<file path="src/rtl/usb_rx_fifo_ctrl_if.sv">
`default_nettype none
// ============================================================================
// Module      : usb_rx_fifo_ctrl_if
// Description : Handshake bundle between the USB RX decoder / consumer side
//               (master) and the RX FIFO sequencing controller (slave).
// Revision    : 1.0 - initial release
// ============================================================================
interface usb_rx_fifo_ctrl_if #(
    parameter int DEPTH     = 2,
    parameter int MAX_BYTES = 64
);
    // Decoder-side events and consumer read request
    logic                           sync_detect;
    logic                           byte_ready;
    logic                           eop;
    logic                           stuff_err;
    logic                           rd_req;

    // FIFO strobes and status
    logic                           w_en;
    logic                           r_en;
    logic                           rd_valid;
    logic [$clog2(DEPTH+1)-1:0]     occupancy;
    logic                           fifo_empty;
    logic                           fifo_full;
    logic [$clog2(MAX_BYTES+1)-1:0] pkt_len;
    logic                           rx_busy;
    logic                           rx_done;
    logic                           rx_error;

    // Decoder / consumer side
    modport master (
        output sync_detect, byte_ready, eop, stuff_err, rd_req,
        input  w_en, r_en, rd_valid, occupancy, fifo_empty, fifo_full,
               pkt_len, rx_busy, rx_done, rx_error
    );

    // Controller side
    modport slave (
        input  sync_detect, byte_ready, eop, stuff_err, rd_req,
        output w_en, r_en, rd_valid, occupancy, fifo_empty, fifo_full,
               pkt_len, rx_busy, rx_done, rx_error
    );
endinterface
`default_nettype wire

</file>
<file path="src/rtl/usb_rx_fifo_ctrl.sv">
`default_nettype none
// ============================================================================
// Module      : usb_rx_fifo_ctrl
// Description : Sequencer for the USB 1.1 RX byte FIFO. Frames packets between
//               SYNC and EOP, generates FIFO write/read strobes, tracks
//               occupancy and packet length, flags overflow, bit-stuff and
//               over-length errors.
// Revision    : 1.0 - initial release
// ============================================================================
module usb_rx_fifo_ctrl #(
    parameter int DEPTH     = 2,
    parameter int MAX_BYTES = 64
) (
    input  wire logic         clk,
    input  wire logic         rst,
    usb_rx_fifo_ctrl_if.slave bus
);

    localparam int c_OCC_W = $clog2(DEPTH + 1);
    localparam int c_LEN_W = $clog2(MAX_BYTES + 1);

    localparam logic [c_OCC_W-1:0] c_OCC_FULL = c_OCC_W'(DEPTH);
    localparam logic [c_LEN_W-1:0] c_LEN_MAX  = c_LEN_W'(MAX_BYTES);

    localparam logic [1:0] c_ST_IDLE  = 2'd0;
    localparam logic [1:0] c_ST_RECV  = 2'd1;
    localparam logic [1:0] c_ST_DONE  = 2'd2;
    localparam logic [1:0] c_ST_ERROR = 2'd3;

    logic [1:0]         r_state;
    logic [c_OCC_W-1:0] r_occupancy;
    logic [c_LEN_W-1:0] r_pkt_len;
    logic               r_rd_valid;

    logic w_full;
    logic w_empty;
    logic w_recv;
    logic w_len_at_max;
    logic w_overflow;
    logic w_len_err;
    logic w_w_en;
    logic w_r_en;

    // Status decodes work on registered occupancy only, so a read in the same
    // cycle never frees a slot for a write.
    assign w_full       = (r_occupancy == c_OCC_FULL);
    assign w_empty      = (r_occupancy == '0);
    assign w_recv       = (r_state == c_ST_RECV);
    assign w_len_at_max = (r_pkt_len == c_LEN_MAX);

    assign w_overflow = bus.byte_ready & w_full;
    assign w_len_err  = bus.byte_ready & w_len_at_max;

    assign w_w_en = w_recv & bus.byte_ready & ~w_full & ~bus.stuff_err & ~w_len_at_max;
    assign w_r_en = bus.rd_req & ~w_empty;

    assign bus.w_en       = w_w_en;
    assign bus.r_en       = w_r_en;
    assign bus.rd_valid   = r_rd_valid;
    assign bus.occupancy  = r_occupancy;
    assign bus.fifo_empty = w_empty;
    assign bus.fifo_full  = w_full;
    assign bus.pkt_len    = r_pkt_len;
    assign bus.rx_busy    = (r_state == c_ST_RECV);
    assign bus.rx_done    = (r_state == c_ST_DONE);
    assign bus.rx_error   = (r_state == c_ST_ERROR);

    // Packet framing FSM and packet length counter
    always_ff @(posedge clk or posedge rst) begin
        if (rst) begin
            r_state   <= c_ST_IDLE;
            r_pkt_len <= '0;
        end else begin
            case (r_state)
                c_ST_IDLE: begin
                    if (bus.sync_detect) begin
                        r_state   <= c_ST_RECV;
                        r_pkt_len <= '0;
                    end
                end
                c_ST_RECV: begin
                    // Errors take precedence over EOP; a legal byte arriving
                    // with EOP is counted before the packet closes.
                    if (bus.stuff_err || w_overflow || w_len_err) begin
                        r_state <= c_ST_ERROR;
                    end else begin
                        if (w_w_en) begin
                            r_pkt_len <= r_pkt_len + c_LEN_W'(1);
                        end
                        if (bus.eop) begin
                            r_state <= c_ST_DONE;
                        end
                    end
                end
                c_ST_DONE: begin
                    r_state <= c_ST_IDLE;
                end
                c_ST_ERROR: begin
                    if (bus.eop) begin
                        r_state <= c_ST_IDLE;
                    end
                end
                default: begin
                    r_state <= c_ST_IDLE;
                end
            endcase
        end
    end

    // FIFO occupancy: simultaneous write and read cancel out
    always_ff @(posedge clk or posedge rst) begin
        if (rst) begin
            r_occupancy <= '0;
        end else if (w_w_en && !w_r_en) begin
            r_occupancy <= r_occupancy + c_OCC_W'(1);
        end else if (w_r_en && !w_w_en) begin
            r_occupancy <= r_occupancy - c_OCC_W'(1);
        end
    end

    // Read data appears on the FIFO output the cycle after the read strobe
    always_ff @(posedge clk or posedge rst) begin
        if (rst) begin
            r_rd_valid <= 1'b0;
        end else begin
            r_rd_valid <= w_r_en;
        end
    end

endmodule
`default_nettype wire

</file>
<file path="src/flat_wrapper.sv">
// flat-port wrapper written by rule: the top's interface ports become plain ports
module usb_rx_fifo_ctrl_flat 
#(
    parameter int DEPTH     = 2,
    parameter int MAX_BYTES = 64
)
  (clk, rst, bus_sync_detect, bus_byte_ready, bus_eop, bus_stuff_err, bus_rd_req, bus_w_en, bus_r_en, bus_rd_valid, bus_occupancy, bus_fifo_empty, bus_fifo_full, bus_pkt_len, bus_rx_busy, bus_rx_done, bus_rx_error);
  usb_rx_fifo_ctrl_if #(.DEPTH(DEPTH), .MAX_BYTES(MAX_BYTES)) bus_i ();
  input  wire logic clk;
  input  wire logic rst;
  input wire logic [$bits(bus_i.sync_detect)-1:0] bus_sync_detect;
  input wire logic [$bits(bus_i.byte_ready)-1:0] bus_byte_ready;
  input wire logic [$bits(bus_i.eop)-1:0] bus_eop;
  input wire logic [$bits(bus_i.stuff_err)-1:0] bus_stuff_err;
  input wire logic [$bits(bus_i.rd_req)-1:0] bus_rd_req;
  output wire logic [$bits(bus_i.w_en)-1:0] bus_w_en;
  output wire logic [$bits(bus_i.r_en)-1:0] bus_r_en;
  output wire logic [$bits(bus_i.rd_valid)-1:0] bus_rd_valid;
  output wire logic [$bits(bus_i.occupancy)-1:0] bus_occupancy;
  output wire logic [$bits(bus_i.fifo_empty)-1:0] bus_fifo_empty;
  output wire logic [$bits(bus_i.fifo_full)-1:0] bus_fifo_full;
  output wire logic [$bits(bus_i.pkt_len)-1:0] bus_pkt_len;
  output wire logic [$bits(bus_i.rx_busy)-1:0] bus_rx_busy;
  output wire logic [$bits(bus_i.rx_done)-1:0] bus_rx_done;
  output wire logic [$bits(bus_i.rx_error)-1:0] bus_rx_error;
  assign bus_i.sync_detect = bus_sync_detect;
  assign bus_i.byte_ready = bus_byte_ready;
  assign bus_i.eop = bus_eop;
  assign bus_i.stuff_err = bus_stuff_err;
  assign bus_i.rd_req = bus_rd_req;
  assign bus_w_en = bus_i.w_en;
  assign bus_r_en = bus_i.r_en;
  assign bus_rd_valid = bus_i.rd_valid;
  assign bus_occupancy = bus_i.occupancy;
  assign bus_fifo_empty = bus_i.fifo_empty;
  assign bus_fifo_full = bus_i.fifo_full;
  assign bus_pkt_len = bus_i.pkt_len;
  assign bus_rx_busy = bus_i.rx_busy;
  assign bus_rx_done = bus_i.rx_done;
  assign bus_rx_error = bus_i.rx_error;
  usb_rx_fifo_ctrl #(.DEPTH(DEPTH), .MAX_BYTES(MAX_BYTES)) u_core (.clk(clk), .rst(rst), .bus(bus_i));
endmodule
</file>
<file path="config.mk">
export PLATFORM = sky130hd
export DESIGN_NAME = usb_rx_fifo_ctrl_flat
export DESIGN_NICKNAME = d
export VERILOG_FILES = /design/src/rtl/usb_rx_fifo_ctrl_if.sv /design/src/rtl/usb_rx_fifo_ctrl.sv /design/src/flat_wrapper.sv
export SDC_FILE = /design/constraint.sdc
export NUM_CORES = 1
export LEC_CHECK = 0
export CAP_MARGIN = 20
export CORE_MARGIN = 3
export CORE_UTILIZATION = 45
export CTS_CLUSTER_DIAMETER = 80
export DETAILED_ROUTE_END_ITERATION = 10
export HOLD_SLACK_MARGIN = 0.06
export PLACE_DENSITY_LB_ADDON = 0.1
export SYNTH_ARGS = -nofsm -noshare
export SYNTH_HDL_FRONTEND = slang
export SYNTH_SLANG_ARGS = --single-unit
</file>
<file path="constraint.sdc">
create_clock -name clk -period 3.53 [get_ports clk]
set_input_delay 0.353 -clock clk [delete_from_list [all_inputs] [get_ports clk]]
set_output_delay 0.353 -clock clk [all_outputs]
set_load 0.005 [all_outputs]
</file>
==> results.md, run 1 <==
* Tot Pwr at 672 uW
* Total CTS buffers at 3
* Io pins at 24
* Worst setup margin at 817 ps
* Synth Register Bits at 12
* Setup crit end kind: primary output
* Clock transition at path regs at 80 ps
* Area Growth Syn to Fin at 37.0%
* Vias/cell at 5.72
* CTS Hold Bufs at 0
* Fillers at 129
* Final hold vios at 0
* Worst endpoint required time at 3180 ps
* Die area at 2200 um2
* Most frequent cell after synthesis: dfrtp_1
* Iteration-0 DRC count of the detailed router at 18
* WL/cell at 14.5 um
* Initial Utilization at 0.489
* Num rows at 14
* Port Buf Inserts at 23
* Post-cts resize count at 0
* Setup violators final at 0
* Min Clock Period, post-route at 2710 ps
* Ranking of synthesized cells by area: dfrtp_1 (40%), ha_1 (5.0%), nand2_1 (5.0%)
* Area leader, netlist: dfrtp_1
* Crit path kind: reg2out
* Clock skew at 0.696 ps
* Largest net degree at the start of global routing at 15
* Final period util at 0.768
* Final ANT Viol Nets at 0
* DP HPWL at 1.35 mm
* CTS tree: done
* Gr ovfl total at 0
* Clock tree root buffer cell: clkbuf_4
* H-tree depth at 1
* Post-synthesis sequential area ratio at 0.398
* LEAKAGE at 0.450 nW
* Share of Yosys cell area claimed by the top area cell type at 0.398
* First-pass GRT wire length at 2.90 mm
* Syn nets at 94
* Yosys warnings at 0
* Pwr/cell area at 650 nW/um2
* Die Span X at 46.9 um
* Vias in the first global route at 663
* Clk sink count at 12
* Die height at 46.9 um
* Worst slew margin at 0.688
* Synth top cells by count: dfrtp_1 (12), nand2_1 (10), inv_1 (9)
* Setup WS pre-CTS at 893 ps
* Initial antenna violation count at 0
* Peak Freq at 0.369 GHz
* Total GRT Usage at 0.191
* Setup TNS at 0 ps
* RSZ-0062 raised after global routing: no
* Ys flop type: dfrtp_1
* R2R depth at 9
* Post-CTS Setup Bufs at 0
* First-pass detailed-route iteration total at 4
* Share of cells above drive strength 1 at 0.0917
* Max capacitance violation total at 0
* Max Slew Vio Count at 0
* CORE AREA at 1540 um2
* Vias at 715
* Arrival time at the worst endpoint at 2360 ps
* Synth unique cells at 32
* Number of synthesized flops with an enable pin at 0
* Syn Area/Cell at 8.98 um2
* Hold crit path type: in2async
* Worst skew pair latency at 270 ps
* Ys async rst share at 1.00
* Outcome: completed
* Clock Path Buffers at 2
* Post-Synthesis Cells at 84
* DRC at 0
* ANT cells at 0
* Max FO, Critical Path at 8
* Final #Nets at 120
* Crit start category: register
* Worst-margin pin slew at 468 ps
* Synthesized cell area at 754 um2
* WL final at 1.81 mm
* Placer congestion estimate at 0.785
* Worst vdd ir at 438 uV
## power by group
| group | leakage (nW) | switching, mW | internal, mW | total (mW) |
|---|---|---|---|---|
| registers | 0.157 | 0.0752 | 0.174 | 0.250 |
| clock network | 0.0210 | 0.0498 | 0.0627 | 0.113 |
| logic | 0.272 | 0.130 | 0.179 | 0.309 |
## critical path, stage by stage, from the launching register on
cell             delay [ps]
dfrtp_1                 480
inv_1                    90
ha_1                    220
and3_4                  170
or4_4                   520
inv_1                    90
clkdlybuf4s50_1         500
## kinds of logic (layout without fill, tap and decap cells)
group,Yosys count,after routing,synth area share
flip-flops,12,12,0.398
AO/OA/AOI/OAI,20,20,0.194
AND/OR/NAND/NOR,34,34,0.255
buffers and inverters,11,36,0.0547
adder cells (fa/ha/maj),3,3,0.0498
XOR/XNOR,3,3,0.0348
multiplexers,1,1,0.0133
## area by class of cell
cell class	count	area, um2	share of cell area
timing repair buffer	23	230	0.223
clock buffer	4	36.3	0.0351
inverter	9	33.8	0.0327
tap	16	20.0	0.0194
sequential	12	300	0.291
multi-input combinational	61	413	0.400
## routing by layer
layer	vias up	share of wire	track usage	routed length, um
li1	355	-	-	-
met1	333	0.45	0.260	820
met2	25	0.49	0.293	888
met3	2	0.050	0.0383	90
met4	0	0.0072	0.0829	13
met5	-	0	0	0
## cell usage in the layout, fill, tap and decap left out, types with 2 or more instances in the layout
master,netlist,final
clkdlybuf4s50_1,0,23
dfrtp_1,12,12
nand2_1,10,10
inv_1,9,9
o211ai_1,4,4
nand3_1,4,4
o21ai_0,4,4
nor2b_1,3,3
nor2_1,3,3
ha_1,3,3
clkbuf_4,0,3
or3_1,2,2
nand2b_1,2,2
o21bai_1,2,2
o311ai_0,2,2
o22ai_1,2,2
and3_2,2,2
a41oi_1,2,2
xor2_1,2,2
## per-stage QoR
| stage | util | cell area, um2 | hold WS (ps) | std cells |
|---|---|---|---|---|
| 6_report | 0.670 | 1030 | 381 | 125 |
| 5_1_grt | 0.670 | 1030 | 421 | 125 |
| 4_1_cts | 0.670 | 1030 | 395 | 125 |
| 3_5_place_dp | 0.647 | 997 | 526 | 121 |
| 3_3_place_gp | 0.647 | 997 | 521 | 121 |
| 2_1_floorplan | - | 754 | 218 | 84 |
## registers in the layout, indices dropped and copies added, names as in the netlist
| signal | count |
|---|---|
| u_core.bus.rd_valid | 1 |
| u_core.bus.pkt_len | 7 |
| u_core.bus.occupancy | 2 |
| u_core.r_state | 2 |
## path summary, 6_finish.rpt
kind	slack, ps	end	from
worst max-delay path	820	bus_w_en	u_core.bus.pkt_len[0]
worst min-delay path	380	u_core.bus.pkt_len[3]	rst
max in group asynchronous	2830	u_core.bus.occupancy[1]	rst
min in group clk	550	u_core.bus.occupancy[1]	u_core.bus.occupancy[1]
worst max register to register	1320	u_core.bus.occupancy[1]	u_core.bus.pkt_len[0]
worst min register to register	550	u_core.bus.occupancy[1]	u_core.bus.occupancy[1]
Note: power is estimated with default switching activity, not from simulation.
==> inputs of run 2 (changes only) <==
--- a/config.mk
+++ b/config.mk
@@ -7,7 +7,7 @@
 export LEC_CHECK = 0
 export CAP_MARGIN = 20
 export CORE_MARGIN = 3
-export CORE_UTILIZATION = 45
+export CORE_UTILIZATION = 44
 export CTS_CLUSTER_DIAMETER = 80
 export DETAILED_ROUTE_END_ITERATION = 10
 export HOLD_SLACK_MARGIN = 0.06
==> constraint.sdc (replaced) <==
create_clock -name clk -period 2.8 [get_ports clk]
set_input_delay 0.28 -clock clk [delete_from_list [all_inputs] [get_ports clk]]
set_output_delay 0.28 -clock clk [all_outputs]
set_load 0.005 [all_outputs]
==> results.md, run 2 (synthesis results as in run 1) <==
* Clock transition at path regs at 70 ps (about the same)
* Setup TNS at 0 ps (unchanged)
* LEAKAGE at 0.443 nW (-1.6%)
* Vias in the first global route at 631 (-4.8%)
* WP buf/inv at 3 (unchanged)
* CP top delay family: simple AND/OR/NAND/NOR gates
* Peak Freq at 0.386 GHz
* Clock tree root buffer cell: clkbuf_4
* CTS tree: done
* Total GRT Usage at 0.186 (-0.00501)
* Gr ovfl total at 0 (unchanged)
* Crit path kind: reg2out
* Setup crit end kind: primary output
* Crit start category: register
* H-tree depth at 1 (unchanged)
* Share of cells above drive strength 1 at 0.0833 (-0.00841)
* Post-cts resize count at 0 (unchanged)
* Fillers at 138 (+7.0%)
* Worst slew margin at 0.694 (+0.00640)
* Highest-count cells in the layout ignoring fill and taps: clkdlybuf4s50_1 (23), dfrtp_1 (12), nand2_1 (10)
* Largest net degree at the start of global routing at 15 (unchanged)
* First-pass detailed-route iteration total at 4 (unchanged)
* Outcome: completed
* Total CTS buffers at 3 (unchanged)
* Clk sink count at 12 (unchanged)
* Die Span X at 47.4 um (+0.99%)
* Initial Utilization at 0.484 (-0.00550)
* Worst-margin pin slew at 459 ps (-9.59 ps)
* Min Clock Period, post-route at 2590 ps
* CTS Hold Bufs at 0 (unchanged)
* Post-CTS Setup Bufs at 0 (unchanged)
* Num rows at 14 (unchanged)
* Final hold vios at 0 (unchanged)
* CORE AREA at 1560 um2 (+1.1%)
* DP HPWL at 1.37 mm (+1.2%)
* Vias/cell at 5.74 (+0.38%)
* Placer congestion estimate at 0.824 (+5.0%)
* Area Growth Syn to Fin at 35.2%
* Arrival time at the worst endpoint at 2310 ps (-50 ps)
* RSZ-0062 raised after global routing: no
* Max FO, Critical Path at 8 (unchanged)
* Max stage delay on crit path at 520 ps (about the same)
* Hold crit path type: in2async
* Tot Pwr at 807 uW (+20%)
* Die area at 2250 um2 (+2.0%)
* Max Slew Vio Count at 0 (unchanged)
* ANT cells at 0 (unchanged)
* WL final at 1.75 mm (-3.7%)
* Max capacitance violation total at 0 (unchanged)
* Final ANT Viol Nets at 0 (unchanged)
* DRC at 0 (unchanged)
* Number of flip-flops under the largest register name at 7 (unchanged)
* Clock Path Buffers at 2 (unchanged)
* Clock skew at 1.37 ps (+0.678 ps)
* First-pass GRT wire length at 2.88 mm (-0.93%)
* Pwr/cell area at 791 nW/um2 (+22%)
* Die height at 47.4 um (+0.99%)
* Final core occ at 0.654 (-0.0164)
* Final #Nets at 120 (unchanged)
* Io pins at 24 (unchanged)
* Iteration-0 DRC count of the detailed router at 6 (-12)
* Worst skew pair latency at 270 ps (about the same)
* Vias at 712 (-0.42%)
* WL/cell at 14.1 um (-2.9%)
* Crit path cell chain: inv_1 > ha_1 > and3_4 > or4_4 > inv_1 > clkdlybuf4s50_1
* Port Buf Inserts at 23 (unchanged)
* Crit-path slowest cell: or4_4
* Worst endpoint required time at 2520 ps (-660 ps)
* Most common cell on crit path: inv_1
* Setup violators final at 0 (unchanged)
* Final period util at 0.925
* Worst vdd ir at 462 uV (+5.5%)
* Initial antenna violation count at 0 (unchanged)
* Commonest non-fill, non-tap cell in the layout: clkdlybuf4s50_1
## run 2: cell count changes in the layout (fill, tap and decap cells not counted)
cell,delta
clkbuf_8,-1
## run 2: path summary, 6_finish.rpt
kind	slack, ps	start	to	cells past startpoint
worst min register to register	530	u_core.bus.occupancy[1]	u_core.bus.occupancy[1]	1
worst min-delay path	310	rst	u_core.bus.pkt_len[5]	2
worst max register to register	630	u_core.bus.pkt_len[0]	u_core.bus.occupancy[1]	9
max in group asynchronous	2180	rst	u_core.bus.occupancy[0]	2
min in group clk	530	u_core.bus.occupancy[1]	u_core.bus.occupancy[1]	1
worst max-delay path	210	u_core.bus.pkt_len[0]	bus_w_en	6
## run 2: routing by layer
metal,part of all wire,global-route usage,vias up
met2,0.46,0.283,18
met1,0.47,0.254,335
met4,0.021,0.0829,0
met3,0.042,0.0376,4
met5,0,0,-
li1,-,-,355
## run 2: through the flow
| step | instances | hold WS (ps) | area, um2 | setup WS [ps] |
|---|---|---|---|---|
| after floorplan | 84 | 145 | 754 | 771 |
| final | 124 | 308 | 1020 | 209 |
| after detailed placement | 121 | 522 | 997 | 261 |
| after global routing | 124 | 351 | 1020 | 110 |
| after CTS | 124 | 326 | 1020 | 200 |
| after global placement | 121 | 517 | 997 | 326 |
## run 2: final cells by class
cell class	count	area [um2]	share of cell area
multi-input combinational	61	413	0.405
inverter	9	33.8	0.0331
tap	16	20.0	0.0196
sequential	12	300	0.294
clock buffer	3	22.5	0.0221
timing repair buffer	23	230	0.226
## run 2: power breakdown
part | leakage, nW | internal, mW | total (mW) | switching (mW)
Combinational | 0.272 | 0.226 | 0.388 | 0.162
Sequential | 0.157 | 0.220 | 0.312 | 0.0921
Clock | 0.0138 | 0.0498 | 0.107 | 0.0569
Total | 0.443 | 0.496 | 0.807 | 0.311
## run 2: worst register-to-register path: cells and delay by family (launching register included)
family | cells | cell delay, ps
buffers and inverters | 2 | 170
AND/OR/NAND/NOR | 3 | 750
adder cells (fa/ha/maj) | 2 | 380
XOR/XNOR | 2 | 290
flip-flops | 1 | 460
